**src/rtl/seq_det_pkg.sv**
```systemverilog
// Shared types and helpers for the serial pattern detector.
package seq_det_pkg;

  // Externally visible 2-bit FSM state encoding
  typedef enum logic [1:0] {
    ST_IDLE = 2'b00,  // unconfigured, input ignored
    ST_FILL = 2'b01,  // window not yet long enough to complete
    ST_HUNT = 2'b10,  // next accepted bit can complete a match
    ST_HIT  = 2'b11   // last accepted bit completed a match
  } state_t;

  // Widest pattern the mask helper can describe
  localparam int unsigned MASK_MAX_W = 64;

  // Low 'len' bits set; callers truncate to their pattern width
  function automatic logic [MASK_MAX_W-1:0] len_mask(input int unsigned len);
    logic [MASK_MAX_W-1:0] m;
    if (len >= MASK_MAX_W) begin
      m = '1;
    end else begin
      m = (MASK_MAX_W'(1) << len) - MASK_MAX_W'(1);
    end
    return m;
  endfunction

endpackage

```
**src/rtl/sat_counter.sv**
```systemverilog
// Saturating up-counter; a clear coinciding with an increment yields 1.
module sat_counter #(
  parameter int unsigned CNT_W = 8
) (
  input  logic             clk,
  input  logic             rst,
  input  logic             inc_i,
  input  logic             clr_i,
  output logic [CNT_W-1:0] count_o
);

  logic [CNT_W-1:0] count_q, count_d;

  // Next count: clear has priority but still credits a same-cycle increment
  always_comb begin
    count_d = count_q;
    if (clr_i) begin
      count_d = inc_i ? CNT_W'(1) : '0;
    end else if (inc_i && (count_q != '1)) begin
      count_d = count_q + CNT_W'(1);
    end
  end

  // Count register, synchronous reset
  always_ff @(posedge clk) begin
    if (rst) begin
      count_q <= '0;
    end else begin
      count_q <= count_d;
    end
  end

  assign count_o = count_q;

endmodule

```
**src/rtl/seq_pattern_detector.sv**
```systemverilog
// Runtime-programmable serial pattern detector with overlap control,
// registered match pulse, saturating match counter and visible FSM state.
module seq_pattern_detector
  import seq_det_pkg::*;
#(
  parameter int unsigned PAT_W = 8,
  parameter int unsigned CNT_W = 8,
  parameter int unsigned LEN_W = $clog2(PAT_W + 1)
) (
  input  logic             clk,
  input  logic             rst,
  input  logic             cfg_we,
  input  logic [PAT_W-1:0] cfg_pattern,
  input  logic [LEN_W-1:0] cfg_len,
  input  logic             cfg_overlap,
  output logic             cfg_err,
  input  logic             inp_valid,
  input  logic             inp,
  output logic             match,
  output logic [CNT_W-1:0] match_cnt,
  input  logic             cnt_clr,
  output logic [1:0]       outputState
);

  state_t           state_q, state_d;
  logic [PAT_W-1:0] pat_q, pat_d;
  logic [LEN_W-1:0] len_q, len_d;
  logic             ovl_q, ovl_d;
  logic [PAT_W-2:0] sh_q, sh_d;
  logic [LEN_W-1:0] fill_q, fill_d;
  logic             match_q, match_d;
  logic             cfg_err_q, cfg_err_d;

  logic             cfg_legal;
  logic             accept;
  logic             hit;
  logic [PAT_W-1:0] window;
  logic [PAT_W-1:0] mask;
  logic [LEN_W-1:0] len_m1;
  logic [LEN_W-1:0] fill_inc;

  // Comparator and helper terms; cfg_we always wins over a data bit
  always_comb begin
    cfg_legal = (cfg_len != '0) && (cfg_len <= LEN_W'(PAT_W));
    accept    = inp_valid && !cfg_we && (state_q != ST_IDLE);
    window    = {sh_q, inp};
    mask      = PAT_W'(len_mask(32'(len_q)));
    len_m1    = len_q - LEN_W'(1);
    fill_inc  = (fill_q >= len_q) ? len_q : (fill_q + LEN_W'(1));
    hit       = accept && (fill_q >= len_m1) && ((window & mask) == (pat_q & mask));
  end

  // Next-state, config, history and pulse logic
  always_comb begin
    state_d   = state_q;
    pat_d     = pat_q;
    len_d     = len_q;
    ovl_d     = ovl_q;
    sh_d      = sh_q;
    fill_d    = fill_q;
    match_d   = 1'b0;
    cfg_err_d = 1'b0;
    if (cfg_we) begin
      if (cfg_legal) begin
        pat_d   = cfg_pattern;
        len_d   = cfg_len;
        ovl_d   = cfg_overlap;
        sh_d    = '0;
        fill_d  = '0;
        state_d = (cfg_len == LEN_W'(1)) ? ST_HUNT : ST_FILL;
      end else begin
        cfg_err_d = 1'b1;
      end
    end else if (accept) begin
      if (hit) begin
        match_d = 1'b1;
        state_d = ST_HIT;
        if (ovl_q) begin
          fill_d = len_q;
          sh_d   = window[PAT_W-2:0];
        end else begin
          fill_d = '0;
          sh_d   = '0;
        end
      end else begin
        fill_d  = fill_inc;
        sh_d    = window[PAT_W-2:0];
        state_d = (fill_inc >= len_m1) ? ST_HUNT : ST_FILL;
      end
    end else if (state_q == ST_HIT) begin
      state_d = (fill_q >= len_m1) ? ST_HUNT : ST_FILL;
    end
  end

  // State, config and output registers, synchronous reset
  always_ff @(posedge clk) begin
    if (rst) begin
      state_q   <= ST_IDLE;
      pat_q     <= '0;
      len_q     <= '0;
      ovl_q     <= 1'b0;
      sh_q      <= '0;
      fill_q    <= '0;
      match_q   <= 1'b0;
      cfg_err_q <= 1'b0;
    end else begin
      state_q   <= state_d;
      pat_q     <= pat_d;
      len_q     <= len_d;
      ovl_q     <= ovl_d;
      sh_q      <= sh_d;
      fill_q    <= fill_d;
      match_q   <= match_d;
      cfg_err_q <= cfg_err_d;
    end
  end

  sat_counter #(
    .CNT_W (CNT_W)
  ) u_match_cnt (
    .clk     (clk),
    .rst     (rst),
    .inc_i   (hit),
    .clr_i   (cnt_clr),
    .count_o (match_cnt)
  );

  assign match       = match_q;
  assign cfg_err     = cfg_err_q;
  assign outputState = state_q;

endmodule

```
**config.mk**
```make
export PLATFORM = sky130hd
export DESIGN_NAME = seq_pattern_detector
export DESIGN_NICKNAME = d
export VERILOG_FILES = /design/src/rtl/seq_det_pkg.sv /design/src/rtl/sat_counter.sv /design/src/rtl/seq_pattern_detector.sv
export SDC_FILE = /design/constraint.sdc
export NUM_CORES = 1
export LEC_CHECK = 0
export CORE_ASPECT_RATIO = 1.25
export CORE_MARGIN = 2
export CORE_UTILIZATION = 55
export DETAILED_ROUTE_END_ITERATION = 10
export PLACE_DENSITY = 0.79
export REMOVE_ABC_BUFFERS = 1
export SLEW_MARGIN = 20
export SYNTH_ARGS = -nofsm -noshare
export SYNTH_HDL_FRONTEND = slang
export SYNTH_SLANG_ARGS = --single-unit
export TNS_END_PERCENT = 30
```
**constraint.sdc**
```tcl
create_clock -name clk -period 3.6 [get_ports clk]
set_clock_uncertainty 0.15 [all_clocks]
set_input_delay 0.54 -clock clk [delete_from_list [all_inputs] [get_ports clk]]
set_output_delay 0.54 -clock clk [all_outputs]
set_load 0.1 [all_outputs]
```
==> impl_results.md <==
* Ranking of synthesized cells by instance count: 36 x dfxtp_1, 23 x a21oi_1, 21 x nor2_1
* Highest Clock Rate at a little over 0.3 GHz
* TritonCTS clock tree: yes
* Number of distinct standard cells referenced by the synthesized netlist at 52
* Post-synth top area cell: dfxtp_1
* Number of optimization iterations in the first detailed-route pass at 5
* Met3 usage in global routing at 0.0367
* Sequential-to-total area share from yosys stat at 0.309
* Crit path max fanout at 10
* CTS clk-pin slew, worst paths at 0.07 ns
* Worst hold path class: flip-flop to flip-flop
* Maximum number of pins on one net before global-route repair at 27
* Worst Path Class, Setup: flip-flop to flip-flop
* Crit path required time at 3.68 ns
* Detail-routed via count per cell at approximately 5.6
* Summed negative setup slack over all endpoints at 0 ns
* Placer Congestion at roughly 0.86
* Critical path's most frequent cell: ha_1
* Starting density of the core at 0.573
* Clock Tree Buf Depth at 2
* Vias in the first global route at 2045
* Fraction of layout instances using a drive strength above 1 at 0.0924
* Filler cell count in the final layout at around 350
* HPWL Detailed at ~4.0 mm
* Antenna viol nets, final at 0
* RSZ-0062 raised after global routing: false
* Root cell of the clock tree: clkbuf_8
* Cell count after synthesis at roughly 270
* Critical path's slowest cell: or4_1
* Worst endpoint data arrival time at ~3.3 ns
* Leftover overflow at the end of global routing at 0
* Design area at around 2800 um2
* Multi-input gate area at ~1500 um2
* Ports at 31
* Number of rows in the core area at 26
* Number of buffers added on ports at 30
* Type of element launching the critical path: flip-flop
* Post-synthesis register bit count at 36
* Number of enable-type register cells in the synthesized netlist at 0
* Post-place instance area at 2690 um2
* Final hold viol count at 0
* Endpoints failing setup at 0
* Most Crowded Layer GR: met2
* Worst ir drop on vdd at around 0.00026 V
* Final routed DRC violation total at 0
* Longest individual stage delay on the worst path at approximately 0.52 ns
* Total of hold buffers inserted after clock tree synthesis at 0
* Number of H-tree branching levels at 2
* Die X at 62.2 um
* Drt initial violations at 127
* Global-route wire length before repair at about 9.6 mm
* Total number of clock tree sinks at 36
* Mean routed wirelength per cell at about 15 um
* Initial antenna violation count at 0
* Synth area leaders: dfxtp_1 31%, ha_1 11%, mux2i_1 6.4%
* NumNets Final at ~340
* Reported leakage power at 1.09 nW
* Layout overhead on the synthesized area at 19.9%
* Max-slew violation count at 0
* Slew margin rel. at 0.340
* Post-synth top area share at 0.309
* Avg Cell Area, Syn at a little under 9 um2
* Vertical die dimension at roughly 77 um
* Type of destination of the critical path: flip-flop
* Post-Synthesis Cell Area at roughly 2300 um2
* Main synth FF type: dfxtp_1
* DIE AREA at between 4000 and 5000 um2
* Total number of yosys warnings at 0
* Slew at the pin closest to its max-slew limit at around 1 ns
* Seq. cell area at approximately 720 um2
* Met1 usage in global routing at 0.300
* Max Cap Violations at 0
* Cells traversed along the worst timing path: inv_1, ha_1, nand2_1, ha_1, nor2b_1, o21ai_0, a21oi_1, nor4_4, buf_4, o311ai_4, or4_1, o21ai_1
* GR Util met2 at 0.441
* Antenna cell count at 0
* Power Dens Cells at ~330 nW/um2
* Tmin final at ~3.3 ns
* Number of clock buffers inserted by TritonCTS at 5
* Latest clock arrival within the worst-skew pair at just under 0.3 ns
* Final Hold Slack at about 0.33 ns
* Fraction of registers with async set/reset at 0
* Outcome: completed
* Via count of the routed design at around 2000
* Core Footprint at 4070 um2
* Total routing usage reported by global routing at 0.247
* Count leader, synth: dfxtp_1
* Ratio of final minimum period to clock period at 0.906
* Detailed Route WL at between 5 and 6 mm
## path summary, 6_finish.rpt
kind                            startpoint                     end  slack [ns]  cells past startpoint
worst min-delay path               sh_q[3]                 sh_q[3]        0.33                      2
worst max-delay path              len_q[0]  u_match_cnt.count_o[3]        0.34                     12
worst min register to register     sh_q[3]                 sh_q[3]        0.33                      2
worst max register to register    len_q[0]  u_match_cnt.count_o[3]        0.34                     12
## logic make-up after synthesis
| family | after synthesis | share of synthesized area |
|---|---|---|
| adders and majority gates | 20 | 0.107 |
| muxes | 20 | 0.0886 |
| xor gates and xnor gates | 15 | 0.0564 |
| buffers and inverters | 24 | 0.0456 |
| AOI/OAI and AO/OA | 65 | 0.189 |
| DFF | 36 | 0.309 |
| and+or+nand+nor | 89 | 0.203 |
## layer usage
layer  routed length (um)  share of wire
met1                 2360           0.44
met2                 2700           0.50
met3                  221          0.041
met4                  113          0.021
met5                    0              0
## state kept, by name, summed over array words and instances (netlist names)
signal	cells
cfg_err	1
fill_q	4
len_q	4
match	1
outputState	2
ovl_q	1
pat_q	8
sh_q	7
u_match_cnt.count_o	8
## worst max-delay path: cells and delay by family, from the launching register on
| family | cells | cell delay [ns] |
|---|---|---|
| AOI/OAI and AO/OA | 4 | 0.57 |
| adders and majority gates | 2 | 0.64 |
| buffers and inverters | 2 | 0.38 |
| DFF | 1 | 0.39 |
| and+or+nand+nor | 4 | 1.08 |
## where the power goes
part / leakage [nW] / total [mW] / switching (mW) / internal, mW
Sequential: 0.292 / 0.421 / 0.0118 / 0.410
Combinational: 0.748 / 0.198 / 0.111 / 0.0873
Clock: 0.0510 / 0.300 / 0.148 / 0.153
Total: 1.09 / 0.920 / 0.270 / 0.650
## per-stage QoR
| step | power [mW] | utilization | cells | worst slack [ns] |
|---|---|---|---|---|
| 3_5_place_dp | 0.626 | 0.661 | 350 | 0.164 |
| 2_1_floorplan | 0.557 | - | 258 | 0.528 |
| 6_report | 0.920 | 0.687 | 359 | 0.337 |
| 5_1_grt | 0.961 | 0.687 | 359 | 0.0485 |
| 4_1_cts | 0.921 | 0.684 | 358 | 0.149 |
| 3_3_place_gp | 0.622 | 0.661 | 350 | 0.270 |
## placed cells by master, fill, tap and decap left out, types with 4 or more instances in the layout
cell	Yosys	final
dfxtp_1	36	36
clkdlybuf4s50_1	0	30
a21oi_1	23	23
nor2_1	21	21
ha_1	20	20
nand2_1	19	19
mux2i_1	15	15
inv_1	13	13
xnor2_1	13	13
o211ai_1	10	10
o21ai_0	9	9
nor3_1	8	8
nand3_1	8	8
buf_4	2	7
clkbuf_8	0	6
mux2_2	5	5
nand2b_1	4	4
and2_1	4	4
## cell type report
class,count,area share
Inverter,13,0.0175
Multi-Input combinational cell,209,0.540
Sequential cell,36,0.258
Clock inverter,2,0.00358
Tap cell,56,0.0251
Clock buffer,6,0.0296
Timing Repair Buffer,37,0.126
## timing repair
item	in CTS	in global routing
resized for setup	0	1
buffers inserted	0	1
endpoints found under the setup margin	0	8
endpoints found under the hold margin	0	0
(Power assumes the default switching activity.)
